[src/rtl/systolic_pkg.sv]
// Shared types and helpers for the systolic-array drain stages.
package systolic_pkg;

  typedef enum logic [1:0] {
    IDLE  = 2'd0,
    ACCUM = 2'd1,
    DRAIN = 2'd2
  } state_e;

  // Signed add clamped to a width-bit two's complement range (width <= 62).
  function automatic logic signed [63:0] sat_add(
    input logic signed [63:0] a,
    input logic signed [63:0] b,
    input int                 width
  );
    logic signed [63:0] s;
    logic signed [63:0] hi;
    logic signed [63:0] lo;
    s  = a + b;
    hi = (64'sd1 <<< (width - 1)) - 64'sd1;
    lo = -hi - 64'sd1;
    if (s > hi) return hi;
    if (s < lo) return lo;
    return s;
  endfunction

endpackage

[src/rtl/col_accum_ram.sv]
// Per-column partial-sum buffer: one synchronous write port, one combinational read port.
module col_accum_ram #(
  parameter  int DEPTH = 16,
  parameter  int WIDTH = 32,
  localparam int AW    = $clog2(DEPTH)
) (
  input  logic             clk,
  input  logic             i_we,
  input  logic [AW-1:0]    i_waddr,
  input  logic [WIDTH-1:0] i_wdata,
  input  logic [AW-1:0]    i_raddr,
  output logic [WIDTH-1:0] o_rdata
);

  logic [WIDTH-1:0] r_mem [DEPTH];

  always_ff @(posedge clk) begin
    if (i_we) r_mem[i_waddr] <= i_wdata;
  end

  assign o_rdata = r_mem[i_raddr];

endmodule

[src/rtl/pe_col_accum.sv]
// Drain stage below a PE column: accumulates bottom-PE partial sums across K-tiles
// and streams the finished sums out over valid/ready on the last tile.
module pe_col_accum
  import systolic_pkg::*;
#(
  parameter  int SUM_BITWIDTH  = 16,
  parameter  int ACC_BITWIDTH  = 32,
  parameter  int ACC_DEPTH     = 16,
  parameter  int TILE_BITWIDTH = 8,
  localparam int ADDR_W        = $clog2(ACC_DEPTH)
) (
  input  logic                           clk,
  input  logic                           rst_n,
  input  logic                           i_start,
  input  logic [ADDR_W:0]                i_cfg_rows,
  input  logic [TILE_BITWIDTH-1:0]       i_cfg_tiles,
  input  logic                           i_in_valid,
  input  logic signed [SUM_BITWIDTH-1:0] i_in_sum,
  output logic                           o_in_ready,
  output logic                           o_out_valid,
  output logic [ACC_BITWIDTH-1:0]        o_out_data,
  output logic                           o_out_last,
  input  logic                           i_out_ready,
  output logic                           o_busy,
  output logic                           o_done,
  output logic                           o_err_drop
);

  state_e                     r_state, w_state_next;
  logic [ADDR_W-1:0]          r_ptr;
  logic [TILE_BITWIDTH-1:0]   r_tile;
  logic [TILE_BITWIDTH-1:0]   r_tiles;
  logic [ADDR_W:0]            r_rows;
  logic                       r_out_valid;
  logic                       r_out_last;
  logic [ACC_BITWIDTH-1:0]    r_out_data;
  logic                       r_done;
  logic                       r_err_drop;

  logic                       w_cfg_ok;
  logic                       w_start_ok;
  logic                       w_last_tile;
  logic                       w_last_row;
  logic                       w_in_ready;
  logic                       w_accept;
  logic                       w_out_hs;
  logic                       w_ram_we;
  logic signed [ACC_BITWIDTH-1:0] w_sext;
  logic signed [ACC_BITWIDTH-1:0] w_rd_data;
  logic signed [ACC_BITWIDTH-1:0] w_value;

  assign w_cfg_ok    = (i_cfg_rows != '0) && (i_cfg_rows <= (ADDR_W+1)'(ACC_DEPTH)) &&
                       (i_cfg_tiles != '0);
  assign w_start_ok  = i_start && (r_state == IDLE) && w_cfg_ok;
  assign w_last_tile = (r_tile == r_tiles - TILE_BITWIDTH'(1));
  assign w_last_row  = ({1'b0, r_ptr} == r_rows - (ADDR_W+1)'(1));
  // On the last tile the single output register must be free or draining this cycle.
  assign w_in_ready  = (r_state == ACCUM) && (!w_last_tile || !r_out_valid || i_out_ready);
  assign w_accept    = i_in_valid && w_in_ready;
  assign w_out_hs    = r_out_valid && i_out_ready;
  assign w_ram_we    = w_accept && !w_last_tile;

  assign w_sext  = ACC_BITWIDTH'(i_in_sum);
  assign w_value = (r_tile == '0) ? w_sext
                 : ACC_BITWIDTH'(sat_add(64'(w_rd_data), 64'(w_sext), ACC_BITWIDTH));

  col_accum_ram #(
    .DEPTH (ACC_DEPTH),
    .WIDTH (ACC_BITWIDTH)
  ) u_ram (
    .clk     (clk),
    .i_we    (w_ram_we),
    .i_waddr (r_ptr),
    .i_wdata (w_value),
    .i_raddr (r_ptr),
    .o_rdata (w_rd_data)
  );

  always_ff @(posedge clk or negedge rst_n) begin
    if (!rst_n) r_state <= IDLE;
    else        r_state <= w_state_next;
  end

  always_comb begin
    w_state_next = r_state;
    case (r_state)
      IDLE:    if (w_start_ok) w_state_next = ACCUM;
      ACCUM:   if (w_accept && w_last_tile && w_last_row) w_state_next = DRAIN;
      DRAIN:   if (w_out_hs) w_state_next = IDLE;
      default: w_state_next = IDLE;
    endcase
  end

  always_ff @(posedge clk or negedge rst_n) begin
    if (!rst_n) begin
      r_ptr       <= '0;
      r_tile      <= '0;
      r_tiles     <= '0;
      r_rows      <= '0;
      r_out_valid <= 1'b0;
      r_out_last  <= 1'b0;
      r_out_data  <= '0;
      r_done      <= 1'b0;
      r_err_drop  <= 1'b0;
    end else begin
      r_done <= (r_state == DRAIN) && w_out_hs;

      if (w_start_ok) begin
        r_rows     <= i_cfg_rows;
        r_tiles    <= i_cfg_tiles;
        r_ptr      <= '0;
        r_tile     <= '0;
        r_err_drop <= 1'b0;
      end else begin
        if (i_in_valid && !w_in_ready) r_err_drop <= 1'b1;
        if (w_accept) begin
          if (w_last_row) begin
            r_ptr  <= '0;
            r_tile <= r_tile + TILE_BITWIDTH'(1);
          end else begin
            r_ptr <= r_ptr + ADDR_W'(1);
          end
        end
      end

      // A new load wins over a concurrent handshake so there is no bubble.
      if (w_accept && w_last_tile) begin
        r_out_data  <= w_value;
        r_out_valid <= 1'b1;
        r_out_last  <= w_last_row;
      end else if (w_out_hs) begin
        r_out_valid <= 1'b0;
        r_out_last  <= 1'b0;
      end
    end
  end

  assign o_in_ready  = w_in_ready;
  assign o_out_valid = r_out_valid;
  assign o_out_data  = r_out_data;
  assign o_out_last  = r_out_last;
  assign o_busy      = (r_state != IDLE);
  assign o_done      = r_done;
  assign o_err_drop  = r_err_drop;

endmodule

[config.mk]
export PLATFORM = sky130hd
export DESIGN_NAME = pe_col_accum
export DESIGN_NICKNAME = d
export VERILOG_FILES = /design/src/rtl/systolic_pkg.sv /design/src/rtl/col_accum_ram.sv /design/src/rtl/pe_col_accum.sv
export SDC_FILE = /design/constraint.sdc
export NUM_CORES = 1
export LEC_CHECK = 0
export ABC_AREA = 1
export ABC_CLOCK_PERIOD_IN_PS = 9800
export CELL_PAD_IN_SITES_DETAIL_PLACEMENT = 1
export CELL_PAD_IN_SITES_GLOBAL_PLACEMENT = 2
export CORE_MARGIN = 10
export CORE_UTILIZATION = 35
export DETAILED_ROUTE_END_ITERATION = 10
export GPL_TIMING_DRIVEN = 0
export PLACE_DENSITY = 0.69
export SYNTH_ARGS = -nofsm -noshare
export SYNTH_HDL_FRONTEND = slang
export SYNTH_SLANG_ARGS = --single-unit
[constraint.sdc]
create_clock -name clk -period 9.8 [get_ports clk]
set_clock_uncertainty 0.1 [all_clocks]
set_input_delay 1.96 -clock clk [delete_from_list [all_inputs] [get_ports clk]]
set_output_delay 1.96 -clock clk [all_outputs]
set_load 0.05 [all_outputs]
==> run_results.csv <==
group,metric,value,unit
logic_synthesis,synthesis.area,25600,um2
hold_path,hold_path.class,"flip-flop to flip-flop",
logic_synthesis,synthCells,2404,
sta,fmax,0.135,GHz
floorplan,ioPinCount,72,
cts,cts_buffer_depth,3,
cts,cts_made_buffers,67,
status,status,"complete, no violations",
sta,min_period,7430,ps
cts,cts_sinks,575,
floorplan,core_area,72700,um2
logic_synthesis,ys_types,33,
sta,rsz0062_at_grt,"false",
cells_and_area,area_growth,18.3,%
logic_synthesis,synthTopCellsByArea,"edfxtp_1 60%, nand2_1 7.7%, dfrtp_1 6.2%",
grt,grt_remaining_overflow,0,
cts,worst_skew_pair.late_latency,620,ps
place,dp_hpwl,67000,um
critical_path,slowest_delay,1070,ps
grt,grt_pass1_wl,136000,um
critical_path,cpMostUsedCell,"nand2_1",
place,gp_congestion,0.853,
logic_synthesis,post-synth-top-area-fraction,60.1,%
critical_path,crit_slowest_cell,"a21boi_1",
critical_path,worstPathMaxFanout,16,
cells_and_area,finalInstanceArea,30200,um2
sta,tns,0,ps
critical_path,worstPathArrival,7550,ps
place,place_area,28100,um2
cts,clkTransAtPathRegs,60,ps
sta,hold_violations,0,
detailed_routing,vias,19200,
floorplan,start_util,35.2,%
detailed_routing,drtIter0Drc,1474,
logic_synthesis,yosysSeqAreaShare,66.3,%
sta,drv_slew,0,
logic_synthesis,synth_top_area_cell,"edfxtp_1",
grt,grt_pass1_vias,19800,
grt,grt_usage,21.4,%
logic_synthesis,yosys_warnings,0,
detailed_routing,drt_first_pass_iters,5,
floorplan,rows,99,
detailed_routing,ant_nets,0,
floorplan,dieWidth,290,um
cts,cts_tree,"yes",
cts,root_buffer,"clkbuf_16",
critical_path,ff2ff_setup_slack,2370,ps
sta,setup_violations,0,
critical_path,worstSetupStartpointType,"flip-flop",
detailed_routing,wl,92200,um
floorplan,die-area,84300,um2
critical_path,cp_cell_sequence,"clkbuf_1, buf_2, clkbuf_1, clkbuf_1, nor2_1, o22ai_1, nand2_1, nand4_1, ha_1, inv_1, fa_1, nand3b_1, nand2_1, nand2_1, nand2_1, nand2_1, nand2_1, nand2_1, nand3_1, nand2_1, nand2_1, buf_2, nand2_1, a21boi_1",
sta,slew_headroom,7.75,%
detailed_routing,vias_per_cell,5.36,
logic_synthesis,syn_avg_cell_area,10.6,um2
cells_and_area,layout.nets,2649,
grt,grt_max_degree,64,
flow_run,drv_cap,0,
floorplan,die_y,290,um
logic_synthesis,synth_seq_cells,575,
cells_and_area,layout-drive-gt1-share,6.67,%
critical_path,worst_ep_required_time,9920,ps
detailed_routing,drc_errors,0,
cts,ctsHoldBuffers,0,
critical_path,cp-end-kind,"flip-flop",
cts,cts_setup_buffers,0,
sta,worst_pin_slew,1380,ps
cells_and_area,stdcell_count,3584,
sta,finalCritPeriodShare,75.8,%
place,port_buffers,71,
cts,cts.repair.resized,0,
detailed_routing,wl_per_cell,25.7,um
place,dpl.cell_count,3464,
critical_path,path_class,"flip-flop to flip-flop",
grt,antenna_found_initial,0,
cts,cts_max_level,3,
logic_synthesis,synth_nets,2479,
-- cells by family (layout without fill, tap and decap cells) --
logic type      after synthesis  in the layout  share of synthesized area [%]
other cells                   0              1                              0
buf+inv                     250            470                           3.77
compound gates              481            481                           10.5
xor+xnor                     36             36                           1.29
flops                       575            575                           66.3
simple gates               1021           1021                           16.1
fa+ha+maj                    41             41                           2.04
-- layout make-up --
cell class,count,area [um2]
Clock buffer,85,1770
Sequential cell,575,17000
Multi-Input combinational cell,1579,7790
Clock inverter,34,382
Buffer,124,490
Inverter,126,473
Fill cell,7898,42500
Timing Repair Buffer,101,1190
Tap cell,959,1200
Antenna cell,1,2.50
-- critical path: cells and delay by family (launching register included) --
family                     cells  cell delay (ps)
AOI/OAI and AO/OA              2             1410
adders and majority gates      2              590
buffers and inverters          6             2510
DFF                            1              470
and+or+nand+nor               14             1900
-- synth_stat cells --
cell,number
nand2_1,522
edfxtp_1,512
nor2_1,344
o21ai_0,275
o22ai_1,128
inv_1,124
clkbuf_1,102
nand3_1,78
dfrtp_1,63
nand4_1,42
ha_1,40
a21oi_1,34
xor2_1,23
a21boi_0,17
or2_2,16
a21boi_1,14
xnor2_1,12
buf_2,11
buf_1,8
nor3_1,8
o21bai_1,8
a21o_1,4
nand3b_1,4
nor4_1,4
buf_4,3
a21oi_4,1
and2_1,1
clkinv_1,1
fa_1,1
inv_2,1
nand4_2,1
nor3b_1,1
xnor3_1,1
-- flip-flops by register name, indices dropped and copies added (netlist names) --
register and count:
o_err_drop 1, r_state 2, u_ram.r_mem 512, r_ptr 4
o_out_data 32, o_out_last 1, r_tiles 8, r_tile 8
r_rows 5, o_out_valid 1, o_done 1
-- path summary, 6_finish.rpt --
kind                       cells past startpoint                  end  startpoint
setup / recovery                              24  u_ram.r_mem[12][12]    r_ptr[0]
hold / removal                                 1               o_done  r_state[0]
setup reg to reg                              24  u_ram.r_mem[12][12]    r_ptr[0]
hold reg to reg                                1               o_done  r_state[0]
max in group asynchronous                      1       o_out_data[24]       rst_n
min in group asynchronous                      1           r_tiles[2]       rst_n
-- per-stage QoR --
stage               hold WS, ps  utilization [%]  worst slack, ps
finish                      330             41.6             2370
global route                377             41.6             1990
floorplan                   311                -             5000
detailed placement          327             38.6             2370
global placement            339             37.8             1460
CTS                         334             41.6             2360
-- layout by cell type (no fill, tap or decap), drive strengths merged --
cell type	n
buf	53
nor3	8
nand2	522
ha	40
a21oi	35
clkdlybuf4s50	70
bufinv	7
edfxtp	512
nor4	4
xnor2	12
xor2	23
diode	1
o22ai	128
nor2	344
dfrtp	63
nand3	78
clkinv	21
clkbuf	187
or2	16
nand3b	4
a21o	4
inv	129
fa	1
nand4	43
clkinvlp	3
o21bai	8
and2	1
a21boi	31
o21ai	275
nor3b	1
xnor3	1
-- metal layers --
metal | GRT usage, % | vias to the layer above | wire (um)
met1 | 29.3 | 9920 | 42300
met5 | 0 | - | 0
met4 | 5.56 | 0 | 2060
met2 | 35.4 | 419 | 44200
li1 | - | 8767 | -
met3 | 2.69 | 106 | 3600
Power is left out: the tool's default activity adds up to more than one toggle a clock period on the data nets, which glitch-free logic cannot reach.
